==> src/rtl/irq_latch_if.sv <==
// Bus between the interrupt collector and its CPU/event-source side.
interface irq_latch_if #(
    parameter int unsigned N_IRQ  = 8,
    parameter int unsigned ID_W   = 3,
    parameter int unsigned MISS_W = 4
);
    logic [N_IRQ-1:0]  req;
    logic              mask_we;
    logic [N_IRQ-1:0]  mask_in;
    logic [N_IRQ-1:0]  mask;
    logic [N_IRQ-1:0]  pending;
    logic              irq;
    logic [ID_W-1:0]   irq_id;
    logic              ack;
    logic [ID_W-1:0]   miss_sel;
    logic [MISS_W-1:0] miss_cnt;
    logic              miss_clr;

    // CPU / event-source side
    modport master (
        output req, mask_we, mask_in, ack, miss_sel, miss_clr,
        input  mask, pending, irq, irq_id, miss_cnt
    );

    // Interrupt collector side
    modport slave (
        input  req, mask_we, mask_in, ack, miss_sel, miss_clr,
        output mask, pending, irq, irq_id, miss_cnt
    );
endinterface

==> src/rtl/irq_latch.sv <==
// Sticky interrupt collector: latches request pulses, masks them, reports the
// lowest-index eligible line as a held irq/irq_id pair until acknowledged,
// and counts pulses that land on an already-pending line.
module irq_latch #(
    parameter int unsigned N_IRQ  = 8,
    parameter int unsigned ID_W   = 3,
    parameter int unsigned MISS_W = 4
) (
    input  logic        clk_i,
    input  logic        reset_i,
    irq_latch_if.slave  bus
);

    typedef enum logic [1:0] {StIdle, StReq, StGap} state_e;

    state_e             state_q, state_d;
    logic [N_IRQ-1:0]   pending_q, pending_d;
    logic [N_IRQ-1:0]   mask_q, mask_d;
    logic               irq_q, irq_d;
    logic [ID_W-1:0]    irq_id_q, irq_id_d;
    logic [MISS_W-1:0]  miss_q [N_IRQ];
    logic [MISS_W-1:0]  miss_d [N_IRQ];

    logic               ack_take;
    logic [N_IRQ-1:0]   clr_vec;
    logic [N_IRQ-1:0]   miss_inc;
    logic [N_IRQ-1:0]   eligible;

    // Pending capture, mask write and miss-counter next state
    always_comb begin
        ack_take = (state_q == StReq) && bus.ack;
        clr_vec  = '0;
        for (int i = 0; i < int'(N_IRQ); i++) begin
            if (ack_take && (irq_id_q == ID_W'(i))) clr_vec[i] = 1'b1;
        end
        // A pulse on the line being acknowledged re-sets it and is not a miss
        pending_d = (pending_q & ~clr_vec) | bus.req;
        miss_inc  = bus.req & pending_q & ~clr_vec;
        mask_d    = bus.mask_we ? bus.mask_in : mask_q;
        for (int i = 0; i < int'(N_IRQ); i++) begin
            miss_d[i] = miss_q[i];
            if (bus.miss_clr && (bus.miss_sel == ID_W'(i))) begin
                miss_d[i] = MISS_W'(miss_inc[i]);
            end else if (miss_inc[i] && (miss_q[i] != '1)) begin
                miss_d[i] = miss_q[i] + 1'b1;
            end
        end
    end

    // Report FSM: pick lowest eligible line, hold until ack, one low gap cycle
    always_comb begin
        eligible = pending_q & mask_q;
        state_d  = state_q;
        irq_d    = irq_q;
        irq_id_d = irq_id_q;
        unique case (state_q)
            StIdle: begin
                irq_d = 1'b0;
                if (|eligible) begin
                    irq_d   = 1'b1;
                    state_d = StReq;
                    for (int i = int'(N_IRQ) - 1; i >= 0; i--) begin
                        if (eligible[i]) irq_id_d = ID_W'(i);
                    end
                end
            end
            StReq: begin
                if (bus.ack) begin
                    irq_d   = 1'b0;
                    state_d = StGap;
                end
            end
            StGap: begin
                irq_d   = 1'b0;
                state_d = StIdle;
            end
            default: begin
                irq_d   = 1'b0;
                state_d = StIdle;
            end
        endcase
    end

    // State registers with synchronous reset
    always_ff @(posedge clk_i) begin
        if (reset_i) begin
            state_q   <= StIdle;
            pending_q <= '0;
            mask_q    <= '0;
            irq_q     <= 1'b0;
            irq_id_q  <= '0;
            for (int i = 0; i < int'(N_IRQ); i++) miss_q[i] <= '0;
        end else begin
            state_q   <= state_d;
            pending_q <= pending_d;
            mask_q    <= mask_d;
            irq_q     <= irq_d;
            irq_id_q  <= irq_id_d;
            for (int i = 0; i < int'(N_IRQ); i++) miss_q[i] <= miss_d[i];
        end
    end

    // Combinational miss readout; unselectable indices read zero
    always_comb begin
        bus.miss_cnt = '0;
        for (int i = 0; i < int'(N_IRQ); i++) begin
            if (bus.miss_sel == ID_W'(i)) bus.miss_cnt = miss_q[i];
        end
    end

    assign bus.mask    = mask_q;
    assign bus.pending = pending_q;
    assign bus.irq     = irq_q;
    assign bus.irq_id  = irq_id_q;

endmodule

==> src/flat_wrapper.sv <==
// flat-port wrapper written by rule: the top's interface ports become plain ports
module irq_latch_flat 
#(
    parameter int unsigned N_IRQ  = 8,
    parameter int unsigned ID_W   = 3,
    parameter int unsigned MISS_W = 4
)
  (clk_i, reset_i, bus_req, bus_mask_we, bus_mask_in, bus_ack, bus_miss_sel, bus_miss_clr, bus_mask, bus_pending, bus_irq, bus_irq_id, bus_miss_cnt);
  irq_latch_if #(.N_IRQ(N_IRQ), .ID_W(ID_W), .MISS_W(MISS_W)) bus_i ();
  input  logic clk_i;
  input  logic reset_i;
  input wire logic [$bits(bus_i.req)-1:0] bus_req;
  input wire logic [$bits(bus_i.mask_we)-1:0] bus_mask_we;
  input wire logic [$bits(bus_i.mask_in)-1:0] bus_mask_in;
  input wire logic [$bits(bus_i.ack)-1:0] bus_ack;
  input wire logic [$bits(bus_i.miss_sel)-1:0] bus_miss_sel;
  input wire logic [$bits(bus_i.miss_clr)-1:0] bus_miss_clr;
  output wire logic [$bits(bus_i.mask)-1:0] bus_mask;
  output wire logic [$bits(bus_i.pending)-1:0] bus_pending;
  output wire logic [$bits(bus_i.irq)-1:0] bus_irq;
  output wire logic [$bits(bus_i.irq_id)-1:0] bus_irq_id;
  output wire logic [$bits(bus_i.miss_cnt)-1:0] bus_miss_cnt;
  assign bus_i.req = bus_req;
  assign bus_i.mask_we = bus_mask_we;
  assign bus_i.mask_in = bus_mask_in;
  assign bus_i.ack = bus_ack;
  assign bus_i.miss_sel = bus_miss_sel;
  assign bus_i.miss_clr = bus_miss_clr;
  assign bus_mask = bus_i.mask;
  assign bus_pending = bus_i.pending;
  assign bus_irq = bus_i.irq;
  assign bus_irq_id = bus_i.irq_id;
  assign bus_miss_cnt = bus_i.miss_cnt;
  irq_latch #(.N_IRQ(N_IRQ), .ID_W(ID_W), .MISS_W(MISS_W)) u_core (.clk_i(clk_i), .reset_i(reset_i), .bus(bus_i));
endmodule
==> config.mk <==
export PLATFORM = sky130hd
export DESIGN_NAME = irq_latch_flat
export DESIGN_NICKNAME = d
export VERILOG_FILES = /design/src/rtl/irq_latch_if.sv /design/src/rtl/irq_latch.sv /design/src/flat_wrapper.sv
export SDC_FILE = /design/constraint.sdc
export NUM_CORES = 1
export LEC_CHECK = 0
export BUFFER_PORTS_ARGS = -buffer_cell sky130_fd_sc_hd__buf_2
export CELL_PAD_IN_SITES_DETAIL_PLACEMENT = 0
export CELL_PAD_IN_SITES_GLOBAL_PLACEMENT = 1
export CORE_AREA = 2 2 85 87
export CTS_BUF_LIST = sky130_fd_sc_hd__clkbuf_8
export CTS_CLUSTER_DIAMETER = 60
export DETAILED_ROUTE_END_ITERATION = 10
export DIE_AREA = 0 0 87 89
export GPL_TIMING_DRIVEN = 0
export PLACE_DENSITY_LB_ADDON = 0.1
export SYNTH_ARGS = -nofsm -noshare
export SYNTH_HDL_FRONTEND = slang
export SYNTH_SLANG_ARGS = --single-unit
==> constraint.sdc <==
create_clock -name clk_i -period 2.3 [get_ports clk_i]
set_input_delay 0 -clock clk_i [delete_from_list [all_inputs] [get_ports clk_i]]
set_output_delay 0 -clock clk_i [all_outputs]
set_load 0.01 [all_outputs]
# [Yosys cells after proc, flatten, opt, wreduce, memory -nomap -nowiden]
# Memory sizes are Yosys's and may differ from the RTL's.
# Index checks and enable logic that the tools add are counted.
# W data, S select, Z words.
[totals] ram_bits=32 inputBits=24 mem_count=1 output_inout_bits=24 register_bits=22
[memory_table] memory="u_core.miss_q" words=8 word_bits=4 rd=8 rd_clocked_by_memory_dff=0 wr=8 line="irq_latch.sv:21" rtl="logic [MISS_W-1:0] miss_q [N_IRQ];"
[classes] muxes=57 reduce_logical=32 n_bitwise=14 addsub=8 eq_ne=25
[op_table] cell="$mux W4" n=32
[op_table] cell="$add A4 B1 Y4 const B" n=8
[op_table] cell="$and A8 B8 Y8" n=4
[op_table] cell="$ne A4 B4 Y1 const B" n=8
[op_table] cell="$logic_and A1 B1 Y1" n=25
[op_table] cell="$eq A3 B3 Y1 const B" n=8
[op_table] cell="$mux W3" n=8
[op_table] cell="$mux W1" n=13
[op_table] cell="$eq A3 B2 Y1 const B" n=4
[op_table] cell="$not A8 Y8" n=1
[op_table] cell="$or A1 B1 Y1" n=8
[op_table] cell="$or A8 B8 Y8" n=1
[op_table] cell="$reduce_bool A8 Y1" n=1
[op_table] cell="$reduce_or A8 Y1" n=1
[op_table] cell="$eq A3 B1 Y1 const B" n=2
[op_table] cell="$logic_not A3 Y1" n=2
[op_table] cell="$mux W2" n=2
[op_table] cell="$pmux W2 S2" n=1
[op_table] cell="$reduce_and A3 Y1" n=1
[op_table] cell="$eq A2 B1 Y1 const B" n=1
[op_table] cell="$logic_not A2 Y1" n=1
[op_table] cell="$ne A2 B1 Y1 const B" n=1
[op_table] cell="$ne A2 B2 Y1 const B" n=1
[op_table] cell="$pmux W1 S2" n=1
[op_table] cell="$reduce_and A2 Y1" n=1

# [Logic depth before layout (Yosys ltp)]
# Gate-level depths: netlist (run 1).
[logic_depth] ltp_word=10 depth_mapped=6 ltp_nobuf=5

# [Worst setup path after synthesis (run 1)]
# No wires, ideal clock.
[synth_timing] path_type="flip-flop to flip-flop" from="register u_core.irq_id_q[0], in the netlist u_core.bus.irq_id[0]" to="memory u_core.miss_q[6][3], in the netlist u_core.miss_q[1][11]" stages_incl_launch_ff=5 t_required_ns=2.220 period_less_slack_ns=1.667 setup_ns=0.080 setup_slack_ns=0.633 path_buffers=0 t_arrival_ns=1.587 path_cell_list="dfxtp_1 -> and2b_1 -> a211o_1 -> or3_1 -> a211oi_2"
[synth_rtl] item="start, declared" line="irq_latch.sv:20" rtl="logic [ID_W-1:0] irq_id_q, irq_id_d;"
[synth_rtl] item="start signal, assigned" line="irq_latch.sv:98" rtl="irq_id_q <= irq_id_d;"
[synth_rtl] item="end, declared" line="irq_latch.sv:21"

==> results of run 1 <==
[layout by cell type (no fill, tap or decap), drive strengths merged, types with 3 or more instances in the layout]
master and count:
o41ai 3, nand3b 3, and2 3, nor2 33
or2 4, a21oi 37, nand2 23, nor2b 4
o211ai 3, dlygate4sd3 16, o21ai 14, and3 9
buf 49, a211oi 4, nand4 3, and4b 6
a21o 4, mux2 6, clkbuf 11, nor3 7
dfxtp 54, or3 6, inv 8, a22o 5
mux4 8, mux2i 14, ha 8, nand3 12
[sequential cells by signal, indices dropped and copies added (netlist names)]
name / count
u_core.bus.irq: 1
u_core.bus.irq_id: 3
u_core.bus.mask: 8
u_core.bus.pending: 8
u_core.miss_q: 32
u_core.state_q: 2
[per-layer routing]
metal | global-route usage [%] | wire length (um) | vias up
li1 | - | - | 1330
met1 | 27.2 | 3660 | 1247
met2 | 33.5 | 3330 | 73
met3 | 4.16 | 363 | 13
met4 | 6.82 | 182 | 0
met5 | 0 | 0 | -
[power by group]
part	internal [mW]	leakage, nW	switching [mW]
clock	0.318	0.0607	0.310
combinational	0.148	0.975	0.182
sequential	0.981	0.442	0.0611
[path summary, 6_finish.rpt]
check | slack, ns | startpoint | end | cells after the start
setup reg to reg | 0.48 | u_core.bus.irq_id[0] | u_core.miss_q[1][11] | 4
hold / removal | 0.02 | bus_miss_sel[1] | u_core.miss_q[1][0] | 4
setup / recovery | 0.48 | u_core.bus.irq_id[0] | u_core.miss_q[1][11] | 4
hold reg to reg | 0.51 | u_core.miss_q[0][3] | u_core.miss_q[0][3] | 2
[worst reg2reg max path, delay by kind of cell (launching register included)]
| family | cells | cell delay [ns] |
|---|---|---|
| simple gates | 2 | 0.68 |
| compound gates | 2 | 0.60 |
| flops | 1 | 0.47 |
[final cells by class]
cell class	instances	share of cell area, %
multi-input combinational	249	49.9
clock inverter	3	1.08
clock buffer	5	1.98
buffer	11	1.47
tap	80	2.88
timing repair buffer	60	10.9
sequential	54	31.1
inverter	6	0.647
[Yosys cell counts (5+ instances only)]
cell type and instances:
a21oi_1 37, inv_1 6, nand2_1 23, nor3_1 7, nand3_1 12, o21ai_0 7
ha_1 8, clkbuf_1 6, and4b_1 6, mux4_2 8, and3_1 9, o21ai_1 7
dfxtp_1 54, a22o_1 5, nor2_1 33, mux2i_1 14, or3_1 6
[logic make-up (layout without fill, tap and decap cells)]
kind of cell	Yosys count	after routing	share of synthesized area (%)
xor gates and xnor gates	3	3	0.908
AOI/OAI and AO/OA	85	85	19.0
muxes	28	28	13.4
buffers and inverters	17	85	2.55
and+or+nand+nor	125	125	23.3
DFF	54	54	37.4
adders and majority gates	8	8	3.46
==> results.sh, run 1 <==
export IMPL_fin_ws_ns=0.478
export IMPL_clk_latency_ns=0.31
export IMPL_vias=2663
export IMPL_routabilityCongestion=0.816
export IMPL_die_x_um=87
export IMPL_clock_skew_final_ns=0.00747
export IMPL_netlist_area_leader_share_pct=37.4
export IMPL_synth_nets=352
export IMPL_p_per_area_mw_per_mm2=575
export IMPL_worstPathArrival_ns=2.05
export IMPL_status="finished clean"
export IMPL_area_growth_pct=20.3
export IMPL_vdd_drop_max_v=0.000238
export IMPL_dp_hpwl_um=5680
export IMPL_fp_row_count=30
export IMPL_synth_edf_count=0
export IMPL_slowest_delay_ns=0.47
export IMPL_post_cts_setup_buffers=0
export IMPL_cts_root_buffer="clkbuf_8"
export IMPL_place_ws_ns=0.452
export IMPL_grtUsageTotal_pct=20.5
export IMPL_hold_slack_ns=0.0225
export IMPL_vias_per_cell=5.69
export IMPL_start_kind="flip-flop"
export IMPL_grt_ovfl_total=0
export IMPL_die_area_mm2=0.00774
export IMPL_rsz0062_at_grt="no"
export IMPL_portBuffers=44
export IMPL_cts_buffer_depth=2
export IMPL_critical_path_slowest_cell="dfxtp_1"
export IMPL_drv_slew=0
export IMPL_end_kind="flip-flop"
export IMPL_setup_violations=0
export IMPL_first_pass_iters=5
export IMPL_grt_max_degree=16
export IMPL_crit_type="reg -> reg"
export IMPL_final_util_pct=51.8
export IMPL_fin_crit_sh_pct=79.2
export IMPL_path_delay_family="simple AND/OR/NAND/NOR gates"
export IMPL_postRouteAntennaNets=0
export IMPL_synth_ff_type="dfxtp_1"
export IMPL_synthArstFlopShare_pct=0
export IMPL_nets=419
export IMPL_synth_cell_types=55
export IMPL_synth_area_mm2=0.00289
export IMPL_slew_headroom_pct=50.5
export IMPL_cts_hold_buf=16
export IMPL_synth_area_leaders="dfxtp_1, a21oi_1, mux4_2"
export IMPL_drv_cap=0
export IMPL_max_slew_worst_pin_slew_ns=0.734
export IMPL_placedInstanceArea_mm2=0.00321
export IMPL_yosys_warnings=0
export IMPL_dieHeight_um=89
export IMPL_tns_ns=0
export IMPL_clkTransAtPathRegs_ns=0.10
export IMPL_cp_required_ns=2.53
export IMPL_crit_fanout=8
export IMPL_dp_cells=444
export IMPL_crit_path_cell_trace="and2b_1 > a211o_1 > or3_1 > a211oi_2"
export IMPL_num_fill_cells=641
export IMPL_wl_um=7540
export IMPL_drc=0
export IMPL_cts_sinks=54
export IMPL_ys_ff_latch=54
export IMPL_drive_above_1_share_pct=18.6
export IMPL_final_area_mm2=0.00348
export IMPL_cts_resized=0
export IMPL_period_needed_ns=1.82
export IMPL_htree_levels=2
export IMPL_synthCells=320
export IMPL_p_total_mw=2.00
export IMPL_core_area_mm2=0.00672
export IMPL_io_pins=48
export IMPL_hp_class="in -> reg"
export IMPL_drtIter0Drc=87
export IMPL_antenna_found_initial=0
export IMPL_instances_no_fill=468
export IMPL_grt_pass1_wl_um=12200
export IMPL_numCtsBuffers=5
export IMPL_path_buf_inv=0
export IMPL_ys_seq_area_share_pct=37.4
export IMPL_p_leak_nw=1.48
export IMPL_seq_area_mm2=0.00108
export IMPL_initial_utilization_pct=43.1
export IMPL_cts_tree="done"
export IMPL_synth_area_per_cell_um2=9.04
export IMPL_yosysTopAreaCell="dfxtp_1"
export IMPL_hold_violations=0
export IMPL_max_freq_mhz=549
export IMPL_multiInputGateArea_mm2=0.00174
export IMPL_diodes=0
export IMPL_grt_pass1_vias=2548
export IMPL_wl_per_cell_um=16.1
(Power assumes the default switching activity.)
==> inputs of run 2 (changes only) <==
--- a/config.mk
+++ b/config.mk
@@ -8,11 +8,11 @@
 export BUFFER_PORTS_ARGS = -buffer_cell sky130_fd_sc_hd__buf_2
 export CELL_PAD_IN_SITES_DETAIL_PLACEMENT = 0
 export CELL_PAD_IN_SITES_GLOBAL_PLACEMENT = 1
-export CORE_AREA = 2 2 85 87
+export CORE_AREA = 2 2 89 91
 export CTS_BUF_LIST = sky130_fd_sc_hd__clkbuf_8
 export CTS_CLUSTER_DIAMETER = 60
 export DETAILED_ROUTE_END_ITERATION = 10
-export DIE_AREA = 0 0 87 89
+export DIE_AREA = 0 0 91 93
 export GPL_TIMING_DRIVEN = 0
 export PLACE_DENSITY_LB_ADDON = 0.1
 export SYNTH_ARGS = -nofsm -noshare
==> constraint.sdc (replaced) <==
create_clock -name clk_i -period 1.5 [get_ports clk_i]
set_input_delay 0 -clock clk_i [delete_from_list [all_inputs] [get_ports clk_i]]
set_output_delay 0 -clock clk_i [all_outputs]
set_load 0.01 [all_outputs]
==> results.sh, run 2 (synthesized netlist as in run 1, its figures left out) <==
export IMPL_status="complete, but fails checks"
export IMPL_violations="setup timing"
export IMPL_p_per_area_mw_per_mm2=811
export IMPL_fp_row_count=32
export IMPL_nets=450
export IMPL_vdd_drop_max_v=0.000381
export IMPL_worstPathArrival_ns=1.56
export IMPL_cts_tree="done"
export IMPL_start_kind="flip-flop"
export IMPL_crit_fanout=3
export IMPL_initial_utilization_pct=38.4
export IMPL_fin_ws_ns=-0.0609
export IMPL_r2r_setup_slack_ns=-0.06
export IMPL_num_fill_cells=762
export IMPL_placedInstanceArea_mm2=0.00327
export IMPL_grt_pass1_vias=2579
export IMPL_io_pins=48
export IMPL_vias=2775
export IMPL_p_int_mw=2.36
export IMPL_core_area_mm2=0.00753
export IMPL_routabilityCongestion=0.797
export IMPL_crit_type="reg -> out"
export IMPL_final_area_mm2=0.00404
export IMPL_r2r_end="u_core.miss_q[1][11]"
export IMPL_rsz0062_at_grt="yes"
export IMPL_clkTransAtPathRegs_ns=0.09
export IMPL_comb_power_share_pct=20.0
export IMPL_largest_register="u_core.miss_q"
export IMPL_path_delay_family="multiplexers"
export IMPL_max_freq_mhz=641
export IMPL_grt_pass1_wl_um=13200
export IMPL_instances_no_fill=520
export IMPL_diodes=0
export IMPL_final_common_cell="buf_2"
export IMPL_postRouteAntennaNets=0
export IMPL_wl_um=8380
export IMPL_htree_levels=2
export IMPL_slowest_delay_ns=0.48
export IMPL_final_util_pct=53.7
export IMPL_tns_ns=-0.358
export IMPL_numCtsBuffers=5
export IMPL_crit_path_cell_trace="mux4_2 > mux2_4 > buf_6"
export IMPL_r2r_start="u_core.state_q[1]"
export IMPL_setup_violations=10
export IMPL_drive_above_1_share_pct=38.5
export IMPL_clk_latency_ns=0.31
export IMPL_slew_headroom_pct=55.0
export IMPL_wl_per_cell_um=16.1
export IMPL_p_sw_share_pct=27.9
export IMPL_place_ws_ns=-0.355
export IMPL_min_to="u_core.miss_q[1][0]"
export IMPL_period_needed_ns=1.56
export IMPL_dieHeight_um=93
export IMPL_hold_slack_ns=0.0267
export IMPL_antenna_found_initial=0
export IMPL_drtIter0Drc=91
export IMPL_vias_per_cell=5.34
export IMPL_dp_hpwl_um=5880
export IMPL_grt_ovfl_total=0
export IMPL_area_growth_pct=39.7
export IMPL_critical_path_slowest_cell="mux4_2"
export IMPL_hold_violations=0
export IMPL_fin_crit_sh_pct=104
export IMPL_p_total_mw=3.28
export IMPL_drc=0
export IMPL_largest_reg_flops=32
export IMPL_cp_required_ns=1.50
export IMPL_first_pass_iters=4
export IMPL_max_slew_worst_pin_slew_ns=0.675
export IMPL_cts_buffer_depth=2
export IMPL_drv_cap=0
export IMPL_hold_depth=4
export IMPL_hp_class="in -> reg"
export IMPL_drv_slew=0
export IMPL_p_sw_mw=0.914
export IMPL_cts_root_buffer="clkbuf_8"
export IMPL_dp_cells=466
export IMPL_seqPwrFrac_pct=48.9
export IMPL_end_kind="output port"
export IMPL_clock_skew_final_ns=0.00789
export IMPL_grtUsageTotal_pct=19.7
export IMPL_p_clk_share_pct=31.2
export IMPL_die_area_mm2=0.00846
export IMPL_grt_max_degree=16
export IMPL_worstRegToRegCells=5
export IMPL_path_buf_inv=1
export IMPL_cts_sinks=54
export IMPL_p_leak_nw=1.68
export IMPL_hp_start="bus_miss_sel[1]"
export IMPL_portBuffers=44
export IMPL_die_x_um=91
export IMPL_layout_common_cells="buf_2, a21oi_1, nor2_1"
## run 2: cell count changes in the layout (fill, tap and decap cells not counted), moves of 5 or more
cell | previous run | this run
dfxtp_1 | 54 | 23
buf_4 | 0 | 29
dfxtp_2 | 0 | 24
buf_6 | 1 | 8
dfxtp_4 | 0 | 7
a21oi_1 | 37 | 32
buf_2 | 46 | 41
mux2_4 | 0 | 5
## run 2: worst max path at each step
stage / start / endpoint / slack [ns] / cells past startpoint
6_report: u_core.miss_q[0][5] / bus_miss_cnt[1] / -0.06 / 3
3_3_place_gp: reset_i / u_core.bus.pending[0] / -0.37 / 4
2_1_floorplan: u_core.miss_q[1][8] / u_core.miss_q[1][11] / -0.08 / 5
5_1_grt: u_core.state_q[1] / u_core.miss_q[1][13] / -0.14 / 6
3_5_place_dp: reset_i / u_core.bus.pending[0] / -0.35 / 4
4_1_cts: u_core.state_q[1] / u_core.miss_q[1][11] / -0.09 / 5
## run 2: routing by layer
layer / vias to the layer above / track usage (%) / part of all wire [%]
met5: - / 0 / 0
met4: 0 / 4.42 / 0.87
met3: 7 / 4.03 / 3.7
met2: 54 / 32.8 / 48
met1: 1317 / 26.4 / 47
li1: 1397 / - / -
## run 2: repair_timing
action	4_1_cts	5_1_grt
gates resized for setup	53	29
setup endpoints to repair	27	30
pin swaps	19	17
hold buffers	16	0
buffers inserted	22	9
hold endpoints to repair	16	0
cloned	0	0
## run 2: power groups by stage
stage	Clock [mW]	Combinational (mW)	Sequential, mW
after detailed placement	0	0.484	1.63
after CTS	1.05	0.623	1.60
after global routing	1.11	0.716	1.62
final	1.02	0.654	1.60
after floorplan	0	0.299	1.63
after global placement	0	0.479	1.63
## run 2: cell type report
class	count	area (um^2)	area share (%)
multi-input combinational	249	1930	47.7
sequential	54	1140	28.2
timing repair buffer	91	649	16.1
tap	102	128	3.16
clock buffer	6	82.6	2.04
buffer	11	65.1	1.61
clock inverter	1	30.0	0.743
inverter	6	22.5	0.557
## run 2: tightest hold or removal path, delay by kind of cell
| family | cells | cell delay (ns) |
|---|---|---|
| buf+inv | 1 | 0.09 |
| compound gates | 1 | 0.07 |
| simple gates | 2 | 0.15 |
==> inputs of run 3 (changes only) <==
--- a/config.mk
+++ b/config.mk
@@ -8,13 +8,13 @@
 export BUFFER_PORTS_ARGS = -buffer_cell sky130_fd_sc_hd__buf_2
 export CELL_PAD_IN_SITES_DETAIL_PLACEMENT = 0
 export CELL_PAD_IN_SITES_GLOBAL_PLACEMENT = 1
-export CORE_AREA = 2 2 89 91
-export CTS_BUF_LIST = sky130_fd_sc_hd__clkbuf_8
+export CORE_AREA = 2 2 91 93
 export CTS_CLUSTER_DIAMETER = 60
 export DETAILED_ROUTE_END_ITERATION = 10
-export DIE_AREA = 0 0 91 93
+export DIE_AREA = 0 0 93 95
 export GPL_TIMING_DRIVEN = 0
 export PLACE_DENSITY_LB_ADDON = 0.1
+export SKIP_CTS_REPAIR_TIMING = 1
 export SYNTH_ARGS = -nofsm -noshare
 export SYNTH_HDL_FRONTEND = slang
 export SYNTH_SLANG_ARGS = --single-unit
==> results.sh, run 3 (synthesized netlist as in run 1, its figures left out) <==
export IMPL_status="complete, but fails checks"
export IMPL_violations="setup timing"
export IMPL_vias=2752
export IMPL_grtUsageTotal_pct=18.6
export IMPL_rsz0062_at_grt="yes"
export IMPL_drv_cap=0
export IMPL_nets=440
export IMPL_vdd_drop_max_v=0.000432
export IMPL_hp_class="in -> reg"
export IMPL_p_per_area_mw_per_mm2=784
export IMPL_clkTransAtPathRegs_ns=0.10
export IMPL_cts_buffer_depth=2
export IMPL_drtIter0Drc=76
export IMPL_vias_per_cell=5.35
export IMPL_largest_reg_flops=32
export IMPL_io_pins=48
export IMPL_fin_crit_sh_pct=111
export IMPL_clock_skew_final_ns=0.00703
export IMPL_grt_pass1_wl_um=12800
export IMPL_hold_slack_ns=0.0323
export IMPL_wl_um=8250
export IMPL_cts_tree="done"
export IMPL_start_kind="flip-flop"
export IMPL_portBuffers=44
export IMPL_period_needed_ns=1.67
export IMPL_postRouteAntennaNets=0
export IMPL_p_total_mw=3.08
export IMPL_fin_ws_ns=-0.167
export IMPL_core_area_mm2=0.00793
export IMPL_layout_common_cells="buf_2, nor2_1, a21oi_1"
export IMPL_clk_latency_ns=0.30
export IMPL_hold_violations=0
export IMPL_grt_pass1_vias=2448
export IMPL_wl_per_cell_um=16.0
export IMPL_place_ws_ns=-0.301
export IMPL_diodes=0
export IMPL_first_pass_iters=4
export IMPL_crit_fanout=5
export IMPL_cp_required_ns=1.73
export IMPL_antenna_found_initial=0
export IMPL_final_util_pct=49.6
export IMPL_max_slew_worst_pin_slew_ns=0.682
export IMPL_p_leak_nw=1.61
export IMPL_end_kind="flip-flop"
export IMPL_worstPathArrival_ns=1.90
export IMPL_max_freq_mhz=600
export IMPL_initial_utilization_pct=36.5
export IMPL_fp_row_count=33
export IMPL_grt_ovfl_total=0
export IMPL_numCtsBuffers=5
export IMPL_final_common_cell="buf_2"
export IMPL_drive_above_1_share_pct=37.7
export IMPL_dp_hpwl_um=5990
export IMPL_crit_type="reg -> reg"
export IMPL_die_area_mm2=0.00884
export IMPL_drc=0
export IMPL_die_x_um=93
export IMPL_cts_sinks=54
export IMPL_cts_root_buffer="clkbuf_8"
export IMPL_setup_violations=17
export IMPL_htree_levels=2
export IMPL_area_growth_pct=35.8
export IMPL_routabilityCongestion=0.801
export IMPL_grt_max_degree=16
export IMPL_largest_register="u_core.miss_q"
export IMPL_slew_headroom_pct=54.5
export IMPL_drv_slew=0
export IMPL_r2r_setup_slack_ns=-0.17
export IMPL_dieHeight_um=95
==> run 3: metrics by stage <==
step	cell area [um^2]	instances	setup TNS (ns)
finish	3930	514	-1.14
global route	3930	514	-2.50
CTS	3360	477	-3.76
detailed placement	3270	469	-7.00
global placement	3270	469	-7.31
floorplan	2920	320	-0.0851
==> run 3: path summary, 6_finish.rpt <==
path | cells after the start | end | startpoint
worst max register to register | 5 | u_core.miss_q[1][11] | u_core.bus.irq_id[2]
worst max-delay path | 5 | u_core.miss_q[1][11] | u_core.bus.irq_id[2]
worst min-delay path | 4 | u_core.miss_q[1][0] | bus_miss_sel[1]
worst min register to register | 2 | u_core.miss_q[0][11] | u_core.miss_q[0][11]
==> run 3: cell type report <==
cell class	count	area [um^2]
sequential	54	1140
tap	105	131
fill	785	4000
inverter	6	22.5
clock inverter	1	5.00
clock buffer	7	86.3
buffer	11	62.6
multi-input combinational	249	1910
timing repair buffer	81	572
==> run 3: worst max-delay path, cell delays in order (launching register included) <==
cell and delay, ns:
dfxtp_4 0.37, and4b_1 0.20, buf_6 0.13, a211o_4 0.34, or3_4 0.37, a211oi_2 0.18
==> run 3: metal layers <==
metal | GRT usage, % | share of wire (%)
met1 | 25.3 | 48
met2 | 30.6 | 48
met3 | 3.91 | 4.0
met4 | 4.04 | 0.69
met5 | 0 | 0
==> run 3: report_power, final <==
group / total (mW) / switching [mW] / internal (mW)
clock: 0.853 / 0.479 / 0.374
combinational: 0.626 / 0.324 / 0.302
sequential: 1.60 / 0.0990 / 1.50
total: 3.08 / 0.902 / 2.18
